[src/rtl/radix4_fft_sequencer.sv]
// radix4_fft_sequencer
//   Address and control sequencer for one in-place radix-4 DIF FFT over
//   N = 4^LOG4N complex points. It issues one 4-leg butterfly read per cycle
//   with the matching twiddle exponent, then replays the same address set as
//   write-back addresses L = MEM_RD_LAT + BF_LAT cycles later. A stage is not
//   started until every write of the previous stage has been issued, which
//   keeps the in-place update hazard-free.
//
// Optional feature (compile-time macro RADIX4_SEQ_PERF_CNT_EN):
//   adds a 16-bit cycle_cnt output that counts busy cycles of a transform,
//   freezes at done and clears on the next accepted start.
//
// Ports:
//   clk                in   clock, rising edge
//   rst_n              in   synchronous active-low reset
//   start              in   begin a transform (accepted in IDLE only)
//   busy               out  transform in progress
//   done               out  one-cycle pulse after the final write
//   rd_en              out  butterfly read strobe
//   rd_addr0..3        out  leg m read address = base + m*span
//   tw_idx             out  twiddle base exponent k << (2*stage)
//   stage              out  current stage index
//   wr_en              out  write-back strobe
//   wr_addr0..3        out  read address set delayed by L cycles
//   cycle_cnt          out  busy-cycle count (only with the macro defined)

module radix4_fft_sequencer #(
    parameter int LOG4N      = 3,
    parameter int ADDR_W     = 2 * LOG4N,
    parameter int MEM_RD_LAT = 1,
    parameter int BF_LAT     = 3
) (
    input  logic              clk,
    input  logic              rst_n,
    input  logic              start,
    output logic              busy,
    output logic              done,
    output logic              rd_en,
    output logic [ADDR_W-1:0] rd_addr0,
    output logic [ADDR_W-1:0] rd_addr1,
    output logic [ADDR_W-1:0] rd_addr2,
    output logic [ADDR_W-1:0] rd_addr3,
    output logic [ADDR_W-3:0] tw_idx,
    output logic [1:0]        stage,
    output logic              wr_en,
    output logic [ADDR_W-1:0] wr_addr0,
    output logic [ADDR_W-1:0] wr_addr1,
    output logic [ADDR_W-1:0] wr_addr2,
    output logic [ADDR_W-1:0] wr_addr3
`ifdef RADIX4_SEQ_PERF_CNT_EN
    ,
    output logic [15:0]       cycle_cnt
`endif
);

    localparam int          L          = MEM_RD_LAT + BF_LAT;
    localparam int          BW         = ADDR_W - 2;
    localparam logic [7:0]  TOP_SH     = 8'(2 * (LOG4N - 1));
    localparam logic [1:0]  LAST_STAGE = 2'(LOG4N - 1);

    typedef enum logic [1:0] {
        IDLE  = 2'd0,
        ISSUE = 2'd1,
        DRAIN = 2'd2,
        FIN   = 2'd3
    } state_t;

    typedef struct packed {
        logic              valid;
        logic [ADDR_W-1:0] a3;
        logic [ADDR_W-1:0] a2;
        logic [ADDR_W-1:0] a1;
        logic [ADDR_W-1:0] a0;
    } wb_t;

    state_t          state_q, state_d;
    logic [BW-1:0]   b_q, b_d;
    logic [1:0]      stage_q, stage_d;
    wb_t [L-1:0]     pipe_q;

    logic [7:0]        stage_sh;
    logic [7:0]        span_sh;
    logic [BW-1:0]     mask_b;
    logic [BW-1:0]     k_b;
    logic [ADDR_W-1:0] span;
    logic [ADDR_W-1:0] base;
    logic              pending;
    logic              last_wr;

    // span = 4^(LOG4N-1-stage); k and group are the low/high bit fields of b
    // split at log2(span), so base is just group shifted up by two bits.
    always_comb begin
        stage_sh = {5'd0, stage_q, 1'b0};
        span_sh  = TOP_SH - stage_sh;
        mask_b   = ~({BW{1'b1}} << span_sh);
        k_b      = b_q & mask_b;
        span     = {{(ADDR_W-1){1'b0}}, 1'b1} << span_sh;
        base     = ({2'b00, b_q & ~mask_b} << 2) | {2'b00, k_b};
    end

    always_comb begin
        rd_en    = (state_q == ISSUE);
        busy     = (state_q == ISSUE) || (state_q == DRAIN);
        done     = (state_q == FIN);
        stage    = stage_q;
        rd_addr0 = '0;
        rd_addr1 = '0;
        rd_addr2 = '0;
        rd_addr3 = '0;
        tw_idx   = '0;
        if (state_q == ISSUE) begin
            rd_addr0 = base;
            rd_addr1 = base + span;
            rd_addr2 = base + (span << 1);
            rd_addr3 = base + (span << 1) + span;
            tw_idx   = k_b << stage_sh;
        end
    end

    // The stage's last write is the one leaving the delay line while every
    // younger slot is empty.
    always_comb begin
        pending = 1'b0;
        for (int unsigned i = 0; i < L - 1; i++) begin
            pending = pending | pipe_q[i].valid;
        end
        last_wr = pipe_q[L-1].valid && !pending;
    end

    always_comb begin
        state_d = state_q;
        b_d     = b_q;
        stage_d = stage_q;
        case (state_q)
            IDLE: begin
                if (start) begin
                    state_d = ISSUE;
                    b_d     = '0;
                    stage_d = '0;
                end
            end
            ISSUE: begin
                if (b_q == '1) begin
                    state_d = DRAIN;
                    b_d     = '0;
                end else begin
                    b_d = b_q + BW'(1);
                end
            end
            DRAIN: begin
                if (last_wr) begin
                    if (stage_q == LAST_STAGE) begin
                        state_d = FIN;
                    end else begin
                        state_d = ISSUE;
                        stage_d = stage_q + 2'd1;
                    end
                end
            end
            FIN: begin
                state_d = IDLE;
                stage_d = '0;
            end
            default: state_d = IDLE;
        endcase
    end

    always_ff @(posedge clk) begin
        if (!rst_n) begin
            state_q <= IDLE;
            b_q     <= '0;
            stage_q <= '0;
        end else begin
            state_q <= state_d;
            b_q     <= b_d;
            stage_q <= stage_d;
        end
    end

    // Read addresses are already zero when rd_en is low, so idle slots carry
    // zero addresses down the delay line.
    always_ff @(posedge clk) begin
        if (!rst_n) begin
            pipe_q <= '0;
        end else begin
            pipe_q[0] <= {rd_en, rd_addr3, rd_addr2, rd_addr1, rd_addr0};
            for (int unsigned i = 1; i < L; i++) begin
                pipe_q[i] <= pipe_q[i-1];
            end
        end
    end

    always_comb begin
        wr_en    = pipe_q[L-1].valid;
        wr_addr0 = pipe_q[L-1].a0;
        wr_addr1 = pipe_q[L-1].a1;
        wr_addr2 = pipe_q[L-1].a2;
        wr_addr3 = pipe_q[L-1].a3;
    end

`ifdef RADIX4_SEQ_PERF_CNT_EN
    logic [15:0] cnt_q;

    always_ff @(posedge clk) begin
        if (!rst_n) begin
            cnt_q <= '0;
        end else if ((state_q == IDLE) && start) begin
            cnt_q <= '0;
        end else if (busy) begin
            cnt_q <= cnt_q + 16'd1;
        end
    end

    always_comb cycle_cnt = cnt_q;
`endif

endmodule

[config.mk]
export PLATFORM = sky130hd
export DESIGN_NAME = radix4_fft_sequencer
export DESIGN_NICKNAME = d
export VERILOG_FILES = /design/src/rtl/radix4_fft_sequencer.sv
export SDC_FILE = /design/constraint.sdc
export NUM_CORES = 1
export LEC_CHECK = 0
export CAP_MARGIN = 40
export CELL_PAD_IN_SITES_DETAIL_PLACEMENT = 1
export CELL_PAD_IN_SITES_GLOBAL_PLACEMENT = 1
export CORE_ASPECT_RATIO = 0.75
export CORE_MARGIN = 2
export CORE_UTILIZATION = 38
export CTS_BUF_LIST = sky130_fd_sc_hd__clkbuf_2
export DETAILED_ROUTE_END_ITERATION = 7
export HOLD_SLACK_MARGIN = 0.1
export PLACE_DENSITY = 0.75
export SYNTH_ARGS = -nofsm -noshare
export SYNTH_HDL_FRONTEND = slang
export SYNTH_SLANG_ARGS = --single-unit
export TNS_END_PERCENT = 5
[constraint.sdc]
create_clock -name clk -period 2.8 [get_ports clk]
set_clock_uncertainty 0.1 [all_clocks]
set_input_delay 0.56 -clock clk [delete_from_list [all_inputs] [get_ports clk]]
set_output_delay 0.56 -clock clk [all_outputs]
set_load 0.02 [all_outputs]
==> out/results.tsv, run 1 <==
stage	metric	value	unit
sta	max-slew headroom at the worst pin	0.6198	
critical_path	Critical Path RT	2.14	ns
synth	Yosys top cell area share	0.5389	
die	Initial Util	0.3877	
sta	Post-Route Setup TNS	-6.558	ns
place	number of I/O port buffers	60	
clocking	H-tree depth	3	
die	row count	31	
sta	Worst Tran Pin Value	0.5624	ns
synth	Post-Synth Adder-Cell Area	0.06063	
drt	via count	2599	
worst_hold_path	hold path depth	1	
clocking	CTS Buffer Depth	2	
synth	asr flop ratio synth	0	
drt	DRT iter0 DRCs	137	
critical_path	r2r startpoint	stage[0]	
place	pre-CTS WS	-0.6004	ns
die	die area	10590	um^2
synth	Top FF cell, synth	dfxtp_1	
synth	mux contribution to synthesized area	0.005389	
critical_path	slowest stage delay, CP	0.44	ns
sta	Final Setup Violations	17	
drt	via density per instance	4.481	
critical_path	delay-heaviest family, CP	adder cells	
critical_path	Crit Reg-Reg Endpoint	pipe_q[23]	
drt	antenna-violating nets left	0	
synth	Post-Synth Simple-Gate Area	0.2314	
finish	fill count	1062	
sta	min setup slack post-route	-0.8056	ns
finish	fin nets	464	
drt	drt drc	0	
synth	Synth area leader	dfxtp_1	
critical_path	worst reg-to-reg setup slack	0.11	ns
sta	period utilization	1.288	
synth	cell count after synthesis	365	
finish	Inserted Diodes	0	
synth	Post-synth EDFFs	0	
status	status	complete, but fails checks	
critical_path	kind of critical path	reg2out	
power_and_ir_drop	static leakage	2.146	nW
critical_path	slowest CP cell	dfxtp_4	
clocking	clock sinks	100	
worst_hold_path	HP Class	reg2reg	
clocking	CTS Root Buffer Type	clkbuf_2	
clocking	Skew-Pair Late Insertion Delay	0.56	ns
sta	final hold slack	0.3421	ns
synth	Synth Area per Inst	10.18	um^2
synth	synth warn	0	
critical_path	R2R depth	14	
clocking	clk slew on worst S/H paths	0.29	ns
clocking	CTS tree	yes	
die	width of the die	118.2	um
critical_path	critical path fanouts, max	4	
synth	count of cell types in the netlist	41	
sta	RSZ-0062 raised after global routing	yes	
global_route	Total GRT Usage	0.1620	
die	io pins	61	
sta	Hold Violations, Final	0	
power_and_ir_drop	PwrDens	636.8	nW/um^2
critical_path	crit path buf inv count	3	
worst_hold_path	Hold EP	pipe_q[35]	
power_and_ir_drop	total power after layout	3.173	mW
critical_path	CP Cell Sequence	inv_6, ha_4, and2b_2, a21oi_4, inv_2, ha_4, ha_4, a21oi_2, nor2_1, xor2_1, and2_1, buf_4	
status	failing checks	negative setup slack	
finish	most common cell after layout, fill and taps aside	dfxtp_1	
synth	Post-Syn Area	3715	um^2
synth	post-synthesis sequential area ratio	0.5389	
drt	detailed-router iteration count before antenna repair	8	
synth	post-synthesis xor/xnor area fraction	0.03166	
global_route	gr ovfl total	0	
die	chip height	89.63	um
die	Core Box Area	9580	um^2
power_and_ir_drop	Max VDD drop	359.4	uV
finish	Area Overhead vs Synth	34.12	%
synth	main combinational cell family by area after synthesis	simple AND/OR/NAND/NOR gates	
synth	top cells by area, synth	dfxtp_1 (54%), and2_1 (14%), ha_1 (6.1%), buf_4 (5.3%), nor2_1 (2.5%)	
place	Detailed Place HPWL	5.667	mm
worst_hold_path	hold_sp	pipe_q[10]	
critical_path	crit path DAT	2.95	ns
global_route	initial antenna violation count	0	
synth	post-synthesis compound-gate area fraction	0.04985	
finish	Util after Layout	0.5200	
sta	Peak Freq	0.2774	GHz
place	Placer Congestion	0.8031	
global_route	first-pass GRT wire length	13.09	mm
sta	Slew Limit Fails	0	
critical_path	crit-path most repeated cell	ha_4	
global_route	largest net degree at the start of global routing	44	
flow_run	max_cap viols	0	
clocking	CTS Hold Bufs	0	
clocking	CTS buffer count	9	
critical_path	Crit. End Element	output port	
critical_path	Critical Path Start Type	register	
drt	wirelength, routed	8.525	mm
finish	commonest cells after routing, fill and taps aside	dfxtp_1 (96), and2_1 (79), buf_4 (52)	
synth	synthesized flop and latch total	100	
sta	minimum clock period	3.606	ns
drt	WL/cell	14.70	um
finish	share of cells above drive strength 1	0.3214	
global_route	number of global-route vias before repair	2634	
[flip-flops by register name (all words and copies together) (netlist names)]
register	flops
wr_addr0	5
wr_addr3	6
wr_addr2	6
pipe_q	69
wr_en	1
state_q	2
b_q	4
stage	2
wr_addr1	5
[repair_timing]
action / CTS / global route
pin swaps: 6 / 5
resized for setup: 142 / 30
setup buffers: 4 / 2
endpoints found under the hold margin: 0 / 0
endpoints found under the setup margin: 29 / 28
[cells by family after synthesis]
logic type,count (synthesis)
compound gates,30
other cells,1
buf+inv,53
fa+ha+maj,18
flops,100
mux,2
simple gates,150
xor+xnor,11
[area by class of cell]
cell class                      instances  area, um^2  area share
Inverter                               13       56.30     0.01130
Sequential cell                       100        2012      0.4038
Timing Repair Buffer                  105       900.9      0.1808
Tap cell                              132       165.2     0.03315
Multi-Input combinational cell        214        1715      0.3443
Clock inverter                          6       82.58     0.01657
Clock buffer                           10       50.05     0.01005
[worst max-delay path by stage]
stage / end / start / cells after the start
global route: rd_addr3[4] / stage[0] / 12
global placement: rd_addr3[5] / stage[0] / 13
floorplan: rd_addr3[5] / stage[0] / 12
CTS: rd_addr3[5] / stage[1] / 13
finish: rd_addr3[4] / stage[0] / 12
detailed placement: rd_addr3[5] / stage[1] / 13
[stage by stage]
step	std cells	cell area (um^2)
6_report	580	4982
5_1_grt	580	4982
4_1_cts	578	4867
3_5_place_dp	558	4642
3_3_place_gp	558	4642
2_1_floorplan	367	3847
[power breakdown]
part	total [mW]	switching, mW	leakage [nW]	internal [mW]
Combinational	0.894	0.507	1.26	0.388
Clock	0.737	0.507	0.0774	0.230
Sequential	1.54	0.0361	0.810	1.51
[layer usage]
metal	share of wire	routed length (um)	GRT usage	up-vias
met3	0.042	356	0.04356	19
met1	0.41	3525	0.1781	1241
met4	0.028	241	0.08543	0
met2	0.52	4402	0.2948	56
li1	-	-	-	1283
met5	0	0	0	-
[synthesized netlist by cell type, drive strengths merged, types with 2 or more instances]
cell type,count
dfxtp,100
and2,83
buf,30
nor2,26
a21oi,19
ha,18
nand2,14
inv,12
clkbuf,10
and3,8
xor2,6
nand2b,4
nor3,4
xnor2,4
nand3,3
a311oi,2
mux2i,2
o211ai,2
o21ai,2
(Power assumes the default switching activity.)
==> run 2, diff against run 1 <==
RECOVER_POWER = 100   (was unset)
TNS_END_PERCENT = unset   (was 5)
==> run 2 against run 1 <==
  * Count of clock-buffer cells in the layout unchanged
  * Hold slack gained 0.0041 ns
  * Critical endpoint is now rd_addr3[5]
  * Setup slack got worse by 0.0030 ns
  * Combinational power up 7.7%
  * Clock power is 0.9% higher
  * Power up 2.4%
  * The flow still finishes with violations (negative setup slack)
  * Cell count grew 3.3%
==> out/results.tsv, run 2 (same netlist as run 1, synthesis figures left out) <==
stage	metric	value	unit	change
status	status	complete, but fails checks		
status	failing checks	negative setup slack		
critical_path	Crit. End Element	output port		
power_and_ir_drop	PwrDens	623.5	nW/um^2	-2.1%
finish	fill count	1054		-0.75%
sta	Peak Freq	0.2771	GHz	about the same
drt	via density per instance	4.599		+2.6%
sta	final hold slack	0.3462	ns	+0.004149 ns
place	Placer Congestion	0.8031		unchanged
finish	Reg with most FFs	pipe_q		
clocking	Skew-Pair Late Insertion Delay	0.56	ns	about the same
power_and_ir_drop	static leakage	2.233	nW	+4.1%
global_route	gr ovfl total	0		unchanged
finish	most common cell after layout, fill and taps aside	dfxtp_1		
finish	share of cells above drive strength 1	0.3619		+0.04046
drt	antenna-violating nets left	0		unchanged
global_route	largest net degree at the start of global routing	44		unchanged
drt	DRT iter0 DRCs	150		+9.5%
critical_path	kind of critical path	reg2out		
drt	drt drc	0		unchanged
power_and_ir_drop	Max VDD drop	342.4	uV	-4.7%
critical_path	crit path from	stage[1]		
clocking	CTS tree	yes		
finish	Area Overhead vs Synth	40.22	%	
die	io pins	61		unchanged
critical_path	r2r startpoint	stage[1]		
sta	minimum clock period	3.609	ns	+0.003037 ns
die	Initial Util	0.3877		unchanged
critical_path	crit path to	rd_addr3[5]		
global_route	Total GRT Usage	0.1722		+0.01025
finish	multi-input combinational cell area	1748	um^2	+1.9%
critical_path	Critical Path Start Type	register		
finish	Inserted Diodes	0		unchanged
clocking	CTS Root Buffer Type	clkbuf_2		
worst_hold_path	HP Class	reg2reg		
clocking	clk slew on worst S/H paths	0.30	ns	about the same
critical_path	critical path fanouts, max	3		-1
die	row count	31		unchanged
sta	Slew Limit Fails	0		unchanged
finish	max reg flops	69		unchanged
place	area post-placement	4642	um^2	unchanged
sta	period utilization	1.289		about the same
critical_path	R2R depth	13		-1
drt	via count	2755		+6.0%
place	number of I/O port buffers	60		unchanged
place	Detailed Place HPWL	5.667	mm	unchanged
drt	wirelength, routed	9.738	mm	+14%
sta	max-slew headroom at the worst pin	0.2389		-0.3809
die	Core Box Area	9580	um^2	unchanged
sta	min setup slack post-route	-0.8086	ns	-0.003037 ns
clocking	clock sinks	100		unchanged
finish	final instance area	5209	um^2	+4.5%
die	die area	10590	um^2	unchanged
critical_path	worst reg-to-reg setup slack	0.13	ns	+0.02 ns
sta	RSZ-0062 raised after global routing	yes		
global_route	number of global-route vias before repair	2703		+2.6%
die	chip height	89.63	um	unchanged
flow_run	max_cap viols	0		unchanged
clocking	H-tree depth	3		unchanged
clocking	CTS Buffer Depth	2		unchanged
drt	detailed-router iteration count before antenna repair	4		-4
critical_path	crit path DAT	2.95	ns	about the same
finish	commonest cells after routing, fill and taps aside	dfxtp_1 (96), buf_4 (62), and2_1 (51)		
clocking	CTS buffer count	9		unchanged
critical_path	Crit Reg-Reg Endpoint	pipe_q[23]		
drt	WL/cell	16.26	um	+11%
die	width of the die	118.2	um	unchanged
critical_path	Critical Path RT	2.14	ns	about the same
sta	Final Setup Violations	20		+3
clocking	CTS Hold Bufs	0		unchanged
sta	Hold Violations, Final	0		unchanged
global_route	initial antenna violation count	0		unchanged
global_route	first-pass GRT wire length	13.99	mm	+6.9%
sta	Worst Tran Pin Value	1.142	ns	+0.5793 ns
finish	fin nets	483		+4.1%
finish	FF+latch area	2012	um^2	unchanged
run 2: cell count changes in the layout (fill, tap and decap cells not counted), moves of 3 or more:
cell and change:
buf_2 -6, buf_6 +11, buf_4 +10, and2_0 +26
and2_1 -28, a21oi_2 +3
run 2: where the power goes:
part / total [mW] / internal [mW] / switching (mW)
logic: 0.963 / 0.427 / 0.536
registers: 1.54 / 1.51 / 0.0346
clock network: 0.744 / 0.230 / 0.514
run 2: cell type report:
class	instances	share of cell area
multi-input combinational	214	0.3356
clock inverter	6	0.01585
tap	132	0.03171
sequential	100	0.3863
timing repair buffer	124	0.2102
clock buffer	10	0.009608
inverter	13	0.01081
run 2: stage by stage:
stage / worst slack (ns) / setup TNS, ns / utilization / total power [mW] / std cells
global placement: -0.5190 / -3.022 / 0.4845 / 2.333 / 558
floorplan: -0.1107 / -0.1107 / - / 2.039 / 367
finish: -0.8086 / -7.758 / 0.5437 / 3.248 / 599
detailed placement: -0.6004 / -3.778 / 0.4845 / 2.365 / 558
global route: -0.9149 / -10.32 / 0.5437 / 3.399 / 599
CTS: -0.7766 / -6.548 / 0.5261 / 3.195 / 587
run 2: worst min-delay path by stage:
| stage | start | to | slack (ns) | depth (start not counted) |
|---|---|---|---|---|
| 2_1_floorplan | pipe_q[1] | pipe_q[26] | 0.31 | 1 |
| 3_3_place_gp | pipe_q[53] | wr_addr0[3] | 0.32 | 1 |
| 3_5_place_dp | pipe_q[55] | wr_addr0[5] | 0.32 | 1 |
| 4_1_cts | rst_n | wr_addr0[2] | 0.35 | 2 |
| 5_1_grt | pipe_q[17] | pipe_q[42] | 0.35 | 1 |
| 6_report | pipe_q[10] | pipe_q[35] | 0.35 | 1 |
run 2: metal layers:
metal	vias up	wire, um	part of all wire	track usage
met5	-	0	0	0
met4	0	243	0.025	0.07338
met3	21	298	0.031	0.04230
met2	64	5106	0.52	0.3163
met1	1345	4090	0.42	0.1959
li1	1325	-	-	-
run 2: timing repair:
| item | CTS | global route |
|---|---|---|
| endpoints found under the setup margin | 29 | 29 |
| pin swaps | 16 | 19 |
| gates cloned | 0 | 0 |
| buffers inserted | 14 | 13 |
| resized for setup | 168 | 26 |
run 2: critical path, cell delays in order (launching register included):
cell and delay (ns):
dfxtp_4 0.45, inv_4 0.05, ha_4 0.27, nand2b_4 0.14, nand2_4 0.06, ha_4 0.18, xor2_4 0.18, inv_2 0.07
ha_4 0.27, nand2_1 0.06, o21ba_2 0.20, xnor3_2 0.26, nor2_4 0.10, buf_6 0.12
